===== config.mk =====
export PLATFORM = sky130hd
export DESIGN_NAME = fixed_point_divider
export DESIGN_NICKNAME = d
export VERILOG_FILES = /design/src/rtl/fixed_point_divider.sv
export SDC_FILE = /design/constraint.sdc
export NUM_CORES = 1
export LEC_CHECK = 0
export ABC_CLOCK_PERIOD_IN_PS = 4250
export BUFFER_PORTS_ARGS = -buffer_cell sky130_fd_sc_hd__buf_2
export CAP_MARGIN = 20
export CORE_MARGIN = 2
export CORE_UTILIZATION = 40
export DETAILED_ROUTE_END_ITERATION = 8
export GPL_ROUTABILITY_DRIVEN = 1
export PLACE_DENSITY = 0.59
export SLEW_MARGIN = 10
export SYNTH_ARGS = -nofsm -noshare
export SYNTH_HDL_FRONTEND = slang
export SYNTH_SLANG_ARGS = --single-unit

===== constraint.sdc =====
create_clock -name clk -period 4.25 [get_ports clk]
set_clock_uncertainty 0.15 [all_clocks]
set_input_delay 0.2125 -clock clk [delete_from_list [all_inputs] [get_ports clk]]
set_output_delay 0.2125 -clock clk [all_outputs]
set_load 0.01 [all_outputs]

===== src/rtl/fixed_point_divider.sv =====
// fixed_point_divider: signed fixed-point restoring divider, one quotient bit per cycle,
// with saturation on overflow and divide-by-zero.
module fixed_point_divider #(
   parameter int WIDTH = 16,
   parameter int FRAC  = 8
) (
   input  logic             clk,
   input  logic             rst,
   input  logic             start,
   input  logic [WIDTH-1:0] dividend,
   input  logic [WIDTH-1:0] divisor,
   output logic [WIDTH-1:0] quotient,
   output logic             done,
   output logic             overflow,
   output logic             busy
);
   localparam int N  = WIDTH + FRAC;
   localparam int CW = N > 1 ? $clog2(N) : 1;
   localparam logic [WIDTH-1:0] SMAX = {1'b0, {(WIDTH-1){1'b1}}};
   localparam logic [WIDTH-1:0] SMIN = {1'b1, {(WIDTH-1){1'b0}}};
   localparam logic [N-1:0]     QMAX = N'(SMAX);
   localparam logic [N-1:0]     QMIN = N'(SMIN);
   typedef enum logic [1:0] {IDLE, CALC, DONE} state_t;
   state_t           state, state_nx;
   logic [CW-1:0]    cnt;
   logic [N-1:0]     nq, nq_nx;
   logic [WIDTH-1:0] rem, dvs, mag_a, mag_b;
   logic [WIDTH:0]   rem_sh, diff;
   logic             neg, accept, last, zero_div, q_ovf;
   always_comb begin
      mag_a    = dividend[WIDTH-1] ? -dividend : dividend;
      mag_b    = divisor[WIDTH-1] ? -divisor : divisor;
      zero_div = divisor == '0;
      rem_sh   = {rem, nq[N-1]};
      diff     = rem_sh - {1'b0, dvs};
      nq_nx    = {nq[N-2:0], ~diff[WIDTH]};
      q_ovf    = neg ? nq_nx > QMIN : nq_nx > QMAX;
      accept   = state == IDLE && start;
      last     = state == CALC && cnt == '0;
      state_nx = accept ? (zero_div ? DONE : CALC) :
                 last ? DONE :
                 state == DONE ? IDLE : state;
      done     = state == DONE;
      busy     = state != IDLE;
   end
   always_ff @(posedge clk or posedge rst)
      if (rst) state <= IDLE;
      else     state <= state_nx;
   // nq holds the unconsumed numerator bits above and the quotient bits shifted in below
   always_ff @(posedge clk or posedge rst) begin
      if (rst) begin
         cnt      <= '0;
         nq       <= '0;
         rem      <= '0;
         dvs      <= '0;
         neg      <= 1'b0;
         quotient <= '0;
         overflow <= 1'b0;
      end else if (accept) begin
         cnt      <= CW'(N - 1);
         nq       <= N'(mag_a) << FRAC;
         rem      <= '0;
         dvs      <= mag_b;
         neg      <= dividend[WIDTH-1] ^ divisor[WIDTH-1];
         overflow <= zero_div;
         if (zero_div) quotient <= dividend[WIDTH-1] ? SMIN : SMAX;
      end else if (state == CALC) begin
         cnt <= last ? '0 : cnt - 1'b1;
         nq  <= nq_nx;
         rem <= diff[WIDTH] ? rem_sh[WIDTH-1:0] : diff[WIDTH-1:0];
         if (last) begin
            overflow <= q_ovf;
            quotient <= q_ovf ? (neg ? SMIN : SMAX) :
                        neg ? -nq_nx[WIDTH-1:0] : nq_nx[WIDTH-1:0];
         end
      end
   end
endmodule


==> impl_metrics.ini, run 1 <==
[setup_path]
worstSetupPathType = register to register
arrival_ns = 3.47
crit_top_cell = ha_1
cp.required_ns = 4.32
critPathCaptureType = register
critPathMaxFanout = 9
cpMaxStageDelayCell = fa_1
path_cells = inv_1 -> ha_1 -> fa_1 -> nand2b_1 -> a21o_1 -> a21oi_4 -> a31oi_4 -> o21a_1 -> mux2_4 -> ha_1 -> nand2_1 -> o41ai_1 -> xor2_1 -> o21ai_1
cp_slowest_stage_delay_ns = 0.39
start_kind = register

[grt]
grt_pass1_wl_microns = 21290
grt_max_degree = 63
grt_pass1_vias = 4316
antenna_found_initial = 0
overflow = 0
grtUsageTotal = 0.1840

[sta]
hold_viol = 0
relSlewSlack = 0.3296
finalCritPeriodShare = 0.8004
max_freq_mhz = 294.0
rsz0062_at_grt = false
period_minus_slack_ns = 3.402
whs_ns = 0.03468
worstMarginPinSlew_ns = 1.006
maxSlewViolCount = 0
setup_viol_count_final = 0
fin_setup_tns_ns = 0

[final_layout]
drive_gt1_frac = 0.1483
fin_area_sq_um = 6046
nNetsFinal = 705
syn_to_final_growth_pct = 14.50
insertedDiodeCount = 0

[hold_path]
hold_class = input port to register

[clock_tree]
cts_buffers = 9
cts.sinks = 81
root_buffer = clkbuf_16
clk_latency_ns = 0.34
cts_tree = done
path_clk_slew_ns = 0.06
cts_resized = 0
cts_max_path_buffers = 2
htreeDepth = 3

[routing]
ant_nets = 0
vias = 4490
first_iter_violations = 308
routedWlPerCell_microns = 15.06
viasPerCell = 5.436
wl_microns = 12440
drcViolationCount = 0
firstDrtPassIters = 5

[synthesis]
synthFlopType = dfrtp_1
synthArstFlopShare = 1.000
ys_types = 65
ys_warn_count = 0
synthesis.area_sq_um = 5280
syn_nets = 662
syn_avg_cell_area_sq_um = 8.713
netlist_instances = 606
yosysSeqAreaShare = 0.3839
ys_ff_latch = 81
synth_edf_count = 0

[floorplan]
die_height_microns = 118.9
num_rows = 41
die_area_sq_um = 14130
ios = 54
core-area_sq_um = 12770
start_util = 0.4134
die_w_microns = 118.9

[pwr]
finalPower_mw = 5.548
power_density_nw_per_um2 = 917.6
ir_worst_vdd_v = 0.0004670
p_leak_nw = 2.670

[placed_design]
numPortBuffers = 53
dpl_cell_area_sq_um = 5673
dp_hpwl_microns = 8910
gp_congestion = 0.8712

[run_status]
status = completed

[flow_run]
max-cap-violations = 0
## worst max-delay path: cells and delay by family, from the launching register on
kind	cells	cell delay, ns
adder cells (fa/ha/maj)	3	0.89
AO/OA/AOI/OAI	6	1.09
flip-flops	1	0.34
AND/OR/NAND/NOR	2	0.27
buffers and inverters	1	0.06
multiplexers	1	0.27
XOR/XNOR	1	0.18
## path summary, 6_finish.rpt
kind,startpoint,endpoint,slack [ns],depth (start not counted)
setup / recovery,nq[23]$_DFFE_PP0P_,quotient[14]$_DFFE_PP0P_,0.85,14
hold / removal,divisor[10],dvs[10]$_DFFE_PP0P_,0.03,3
setup reg to reg,nq[23]$_DFFE_PP0P_,quotient[14]$_DFFE_PP0P_,0.85,14
hold reg to reg,dvs[9]$_DFFE_PP0P_,dvs[9]$_DFFE_PP0P_,0.33,2
max in group asynchronous,rst,nq[12]$_DFFE_PP0P_,2.63,4
min in group asynchronous,rst,cnt[2]$_DFFE_PP0P_,0.41,3
## metal layers
metal / part of all wire / vias up / wire length (microns) / track usage
met5: 0 / - / 0 / 0
met3: 0.030 / 14 / 379 / 0.03448
met2: 0.49 / 83 / 6070 / 0.3085
li1: - / 2246 / - / -
met4: 0.015 / 0 / 189 / 0.04911
met1: 0.47 / 2147 / 5802 / 0.2439
## cells by family after synthesis
kind of cell,Yosys count,synth area share
xor+xnor,48,0.07962
flops,81,0.3839
buf+inv,64,0.05047
mux,11,0.02180
compound gates,197,0.2410
fa+ha+maj,21,0.05118
simple gates,184,0.1720
## synthesized netlist by cell type, types with 14 or more instances
library cell	instances	area (sq um)
nor2_1	27	101.4
inv_1	33	123.9
ha_1	20	250.2
a21oi_1	29	145.1
nand3_1	21	105.1
xnor2_1	17	148.9
o31ai_1	15	112.6
a22oi_1	14	105.1
xor2_1	31	271.5
o21ai_0	79	395.4
clkbuf_1	26	97.59
dfrtp_1	81	2027
nand2_1	78	292.8
## sequential cells by signal, summed over array words and instances, names as in the netlist
name and count:
nq 24, dvs 16, quotient 16, rem 16, cnt 5, state 2, neg 1, overflow 1
## per-stage QoR
stage	setup WS, ns	instances	util
3_3_place_gp	0.9270	807	0.4441
2_1_floorplan	1.108	606	-
4_1_cts	0.8351	825	0.4727
6_report	0.8485	826	0.4733
5_1_grt	0.5735	826	0.4733
3_5_place_dp	0.8593	807	0.4441
## power by group
| part | internal (mW) | switching (mW) | leakage, nW | total, mW |
|---|---|---|---|---|
| sequential | 1.16 | 0.380 | 1.00 | 1.55 |
| clock | 0.589 | 0.315 | 0.166 | 0.904 |
| combinational | 1.31 | 1.79 | 1.50 | 3.10 |
## placed cells by master, fill, tap and decap left out, types with 7 or more instances in the layout
cell / Yosys / routed
dfrtp_1: 81 / 81
o21ai_0: 79 / 79
nand2_1: 78 / 77
buf_2: 1 / 53
inv_1: 33 / 32
xor2_1: 31 / 31
a21oi_1: 29 / 29
nor2_1: 27 / 27
nand3_1: 21 / 21
ha_1: 20 / 20
xnor2_1: 17 / 17
o31ai_1: 15 / 15
a22oi_1: 14 / 14
nor3_1: 10 / 10
o21ai_1: 10 / 10
mux2i_1: 10 / 10
nand2b_1: 9 / 9
clkbuf_16: 0 / 9
or3_1: 7 / 7
buf_4: 0 / 7
## repair_timing
item,CTS,global route
hold buffers,2,0
setup buffers,0,0
hold endpoints to repair,52,0
## final cells by class
cell class	instances	area [sq um]
sequential	81	2027
clock inverter	5	102.6
fill	1266	6728
clock buffer	11	242.7
tap	172	215.2
inverter	34	131.4
timing repair buffer	62	337.8
multi-input combinational	461	2989
(Power assumes the default switching activity.)
==> inputs of run 2 (changes only) <==
Settings changed: ABC_CLOCK_PERIOD_IN_PS 4250 to 3060, PLACE_DENSITY 0.59 to 0.61.
Clock period 4.25 ns to 3.06 ns, I/O delays scaled along.
==> impl_metrics.ini, run 2 (synthesis results as in run 1) <==
[routing]
viasPerCell = 5.481
routedWlPerCell_microns = 15.41
first_iter_violations = 277
firstDrtPassIters = 5
ant_nets = 0
drcViolationCount = 0
vias = 4703
wl_microns = 13230

[hold_path]
hold_start = dividend[12]
hold_class = input port to register

[placed_design]
dp_hpwl_microns = 9248
gp_congestion = 0.9109
numPortBuffers = 53

[floorplan]
core-area_sq_um = 12770
num_rows = 41
die_height_microns = 118.9
start_util = 0.4134
ios = 54
die_area_sq_um = 14130
die_w_microns = 118.9

[sta]
setup_viol_count_final = 13
finalCritPeriodShare = 1.021
rsz0062_at_grt = true
fin_ws_ns = -0.06535
maxSlewViolCount = 0
whs_ns = 0.007071
worstMarginPinSlew_ns = 0.7896
hold_viol = 0
period_minus_slack_ns = 3.125
relSlewSlack = 0.4731
max_freq_mhz = 320.0

[final_layout]
layout_commonest_cell = dfrtp_1
insertedDiodeCount = 0
syn_to_final_growth_pct = 22.49
largest_reg_flops = 24
nNetsFinal = 738
drive_gt1_frac = 0.2055
regMostFlops = nq
most-common-layout-cells = dfrtp_1 (81), nand2_1 (74), o21ai_0 (60), buf_2 (53), inv_1 (31)

[pwr]
finalPower_mw = 8.586
ir_worst_vdd_v = 0.0005629
power_density_nw_per_um2 = 1328
p_leak_nw = 2.863

[setup_path]
cp.required_ns = 3.12
start_kind = register
cpMaxStageDelayCell = dfrtp_1
critPathMaxFanout = 5
crit_top_cell = ha_4
crit_start = dvs[0]$_DFFE_PP0P_
path_cells = ha_4 -> fa_2 -> nand2b_4 -> a21o_1 -> a21oi_4 -> a31oi_4 -> o21a_1 -> mux2_4 -> ha_4 -> nand2_2 -> a21boi_1 -> a221oi_1 -> o21ai_1
cp_slowest_stage_delay_ns = 0.41
worstSetupPathType = register to register
arrival_ns = 3.19
timing.rr.start = dvs[0]$_DFFE_PP0P_
critPathCaptureType = register

[grt]
grt_max_degree = 63
overflow = 0
grtUsageTotal = 0.1938
grt_pass1_wl_microns = 22060
grt_pass1_vias = 4486
antenna_found_initial = 0

[clock_tree]
root_buffer = clkbuf_16
path_clk_slew_ns = 0.06
cts_buffers = 9
cts_tree = done
cts.sinks = 81
cts_max_path_buffers = 2
htreeDepth = 3
clk_latency_ns = 0.34

[run_status]
violations = negative setup slack
status = finished, violations left

[flow_run]
max-cap-violations = 0
-- run 2: cell types whose count changed in the layout (fill, tap and decap cells not counted), sizes merged --
cell | before | now
buf | 60 | 81
bufinv | 3 | 1
clkbuf | 11 | 10
clkinv | 2 | 5
clkinvlp | 1 | 0
dlygate4sd3 | 2 | 13
inv | 33 | 34
-- run 2: what timing repair did --
action                                  in CTS  in global routing
hold buffers                                13                  0
setup buffers                                3                  3
hold endpoints to repair                    41                  0
resized for setup                           15                 35
pin swaps                                   14                 14
endpoints found under the setup margin      24                 31
cloned                                       0                  1
-- run 2: final timing paths --
kind | endpoint | depth (start not counted) | slack [ns]
max in group asynchronous | nq[3]$_DFFE_PP0P_ | 4 | 1.74
setup reg to reg | quotient[2]$_DFFE_PP0P_ | 13 | -0.07
setup / recovery | quotient[2]$_DFFE_PP0P_ | 13 | -0.07
hold / removal | nq[20]$_DFFE_PP0P_ | 3 | 0.007
min in group asynchronous | neg$_DFFE_PP0P_ | 3 | 0.26
hold reg to reg | dvs[11]$_DFFE_PP0P_ | 2 | 0.33
-- run 2: metrics by stage --
stage / TNS (ns) / cells / setup WS (ns) / cell area [sq um] / util
2_1_floorplan: 0 / 606 / 0.01877 / 5303 / -
3_3_place_gp: -0.4435 / 823 / -0.08226 / 5828 / 0.4563
3_5_place_dp: -1.821 / 823 / -0.1497 / 5828 / 0.4563
4_1_cts: -0.6569 / 854 / -0.07685 / 6342 / 0.4965
5_1_grt: -2.950 / 858 / -0.2017 / 6467 / 0.5063
6_report: -0.5093 / 858 / -0.06535 / 6467 / 0.5063
-- run 2: area by class of cell --
cell class	count	area, sq um
clock buffers	10	229.0
clock inverters	5	57.56
fillers	1195	6306
inverters	34	141.4
multi-input cells	461	3151
flip-flops and latches	81	2027
well taps	172	215.2
repair buffers	94	638.1
repair inverters	1	8.758
-- run 2: worst max-delay path, delay by kind of cell, from the launching register on --
family | cells | cell delay, ns
adders and majority gates | 3 | 0.71
AOI/OAI and AO/OA | 7 | 1.19
muxes | 1 | 0.34
DFF | 1 | 0.41
and+or+nand+nor | 2 | 0.20
-- run 2: routing by layer --
layer  GRT usage  share of wire
met1      0.2713           0.46
met2      0.3014           0.47
met3     0.03065          0.044
met4     0.07515          0.020
met5           0              0
-- run 2: power by group --
group	internal, mW	switching (mW)
sequential	1.62	0.539
clock	0.628	0.439
combinational	2.47	2.89
total	4.72	3.87
==> inputs of run 3 (changes only) <==
Settings changed: ABC_CLOCK_PERIOD_IN_PS 3060 to 3500, PLACE_DENSITY 0.61 to 0.59.
Clock period 3.06 ns to 3.5 ns, I/O delays scaled along.
==> impl_metrics.ini, run 3 (synthesis results as in run 1) <==
[run_status]
status = completed

[grt]
grt_pass1_wl_microns = 21290
grt_use_met3 = 0.02778
antenna_found_initial = 0
grtUsageTotal = 0.1855
use_met2 = 0.3175
grt_max_degree = 63
overflow = 0
busiest_layer = met2
grt_pass1_vias = 4380
use_met1 = 0.2351

[clock_tree]
root_buffer = clkbuf_16
path_clk_slew_ns = 0.07
cts_tree = done
cts.sinks = 81
cts_buffers = 9
clk_latency_ns = 0.35
cts_max_path_buffers = 2
htreeDepth = 3

[sta]
max_freq_mhz = 305.1
worstMarginPinSlew_ns = 0.7791
fin_ws_ns = 0.2219
fin_setup_tns_ns = 0
maxSlewViolCount = 0
hold_viol = 0
whs_ns = 0.002767
period_minus_slack_ns = 3.278
setup_viol_count_final = 0
relSlewSlack = 0.4801
rsz0062_at_grt = false
finalCritPeriodShare = 0.9366

[floorplan]
num_rows = 41
die_area_sq_um = 14130
ios = 54
die_height_microns = 118.9
core-area_sq_um = 12770
die_w_microns = 118.9
start_util = 0.4134

[placed_design]
detailedPlace.worstSlack_ns = 0.09514
gp_congestion = 0.8809
dp_cells = 810
numPortBuffers = 53
dp_hpwl_microns = 9043

[pwr]
power_density_nw_per_um2 = 1124
ir_worst_vdd_v = 0.0003712
p_leak_nw = 2.692

[hold_path]
hold_class = input port to register
min_to = nq[16]$_DFFE_PP0P_
hold_path_depth = 3
hold_start = dividend[8]

[setup_path]
rr_endpoint = rem[5]$_DFFE_PP0P_
timing.rr.start = nq[23]$_DFFE_PP0P_
crit_start = nq[23]$_DFFE_PP0P_
critPathMaxFanout = 18
ff2ff_path_depth = 13
r2r_setup_slack_ns = 0.22
path_cells = inv_1 -> ha_1 -> fa_2 -> nand2b_1 -> a21o_1 -> a21oi_4 -> a31oi_4 -> o21a_1 -> mux2_4 -> inv_4 -> buf_4 -> mux2i_1 -> o21ai_0
worstSetupPathType = register to register
cp_slowest_stage_delay_ns = 0.36
arrival_ns = 3.34
cpMaxStageDelayCell = mux2_4
cp.required_ns = 3.56
start_kind = register
critPathCaptureType = register

[routing]
first_iter_violations = 289
viasPerCell = 5.480
drcViolationCount = 0
ant_nets = 0
wl_microns = 12770
vias = 4559
firstDrtPassIters = 4
routedWlPerCell_microns = 15.34

[final_layout]
most-common-layout-cells = dfrtp_1 (81), o21ai_0 (78), nand2_1 (77), buf_2 (53), inv_1 (32)
insertedDiodeCount = 0
regMostFlops = nq
syn_to_final_growth_pct = 15.71
stdcell_count = 832
drive_gt1_frac = 0.1576
layout_commonest_cell = dfrtp_1
nNetsFinal = 711
fill_cells = 1247
largest_reg_flops = 24

[flow_run]
max-cap-violations = 0
run 3: metrics by stage:
stage	area, sq um	total power, mW	util
after detailed placement	5695	5.709	0.4459
after CTS	6090	6.846	0.4767
after global placement	5695	5.614	0.4459
after floorplan	5280	4.876	-
final	6110	6.867	0.4783
after global routing	6110	7.469	0.4783
run 3: timing repair:
action	4_1_cts	5_1_grt
setup endpoints to repair	0	12
hold buffers	5	0
resized for setup	0	4
endpoints found under the hold margin	47	0
buffers inserted	0	1
run 3: area by class of cell:
class                   instances  area, sq um  area share
multi-input cells             461         3002      0.4913
flip-flops and latches         81         2027      0.3318
repair buffers                 68        390.4     0.06390
clock buffers                   9        225.2     0.03686
well taps                     172        215.2     0.03522
inverters                      34        131.4     0.02150
clock inverters                 7        118.9     0.01946
run 3: worst max-delay path, delay by kind of cell, from the launching register on:
| kind | cells | cell delay [ns] |
|---|---|---|
| and+or+nand+nor | 1 | 0.17 |
| DFF | 1 | 0.34 |
| buffers and inverters | 3 | 0.53 |
| muxes | 2 | 0.58 |
| AOI/OAI and AO/OA | 5 | 0.80 |
| adders and majority gates | 2 | 0.57 |
run 3: report_power, final:
group	switching, mW	internal (mW)	total (mW)	leakage, nW
logic	2.23	1.66	3.89	1.53
registers	0.457	1.41	1.87	1.00
clock network	0.406	0.697	1.10	0.162
total	3.09	3.77	6.87	2.69
run 3: worst max-delay path by stage:
| stage | endpoint | slack [ns] | cells past startpoint |
|---|---|---|---|
| global route | rem[9]$_DFFE_PP0P_ | 0.05 | 13 |
| finish | rem[5]$_DFFE_PP0P_ | 0.22 | 13 |
| detailed placement | quotient[14]$_DFFE_PP0P_ | 0.1 | 14 |
| CTS | quotient[14]$_DFFE_PP0P_ | 0.08 | 14 |
| floorplan | quotient[14]$_DFFE_PP0P_ | 0.36 | 14 |
| global placement | quotient[14]$_DFFE_PP0P_ | 0.18 | 14 |
run 3: routing by layer:
| layer | wire (microns) | part of all wire | up-vias |
|---|---|---|---|
| li1 | - | - | 2261 |
| met1 | 5756 | 0.45 | 2162 |
| met2 | 6262 | 0.49 | 118 |
| met3 | 468 | 0.037 | 18 |
| met4 | 278 | 0.022 | 0 |
| met5 | 0 | 0 | - |
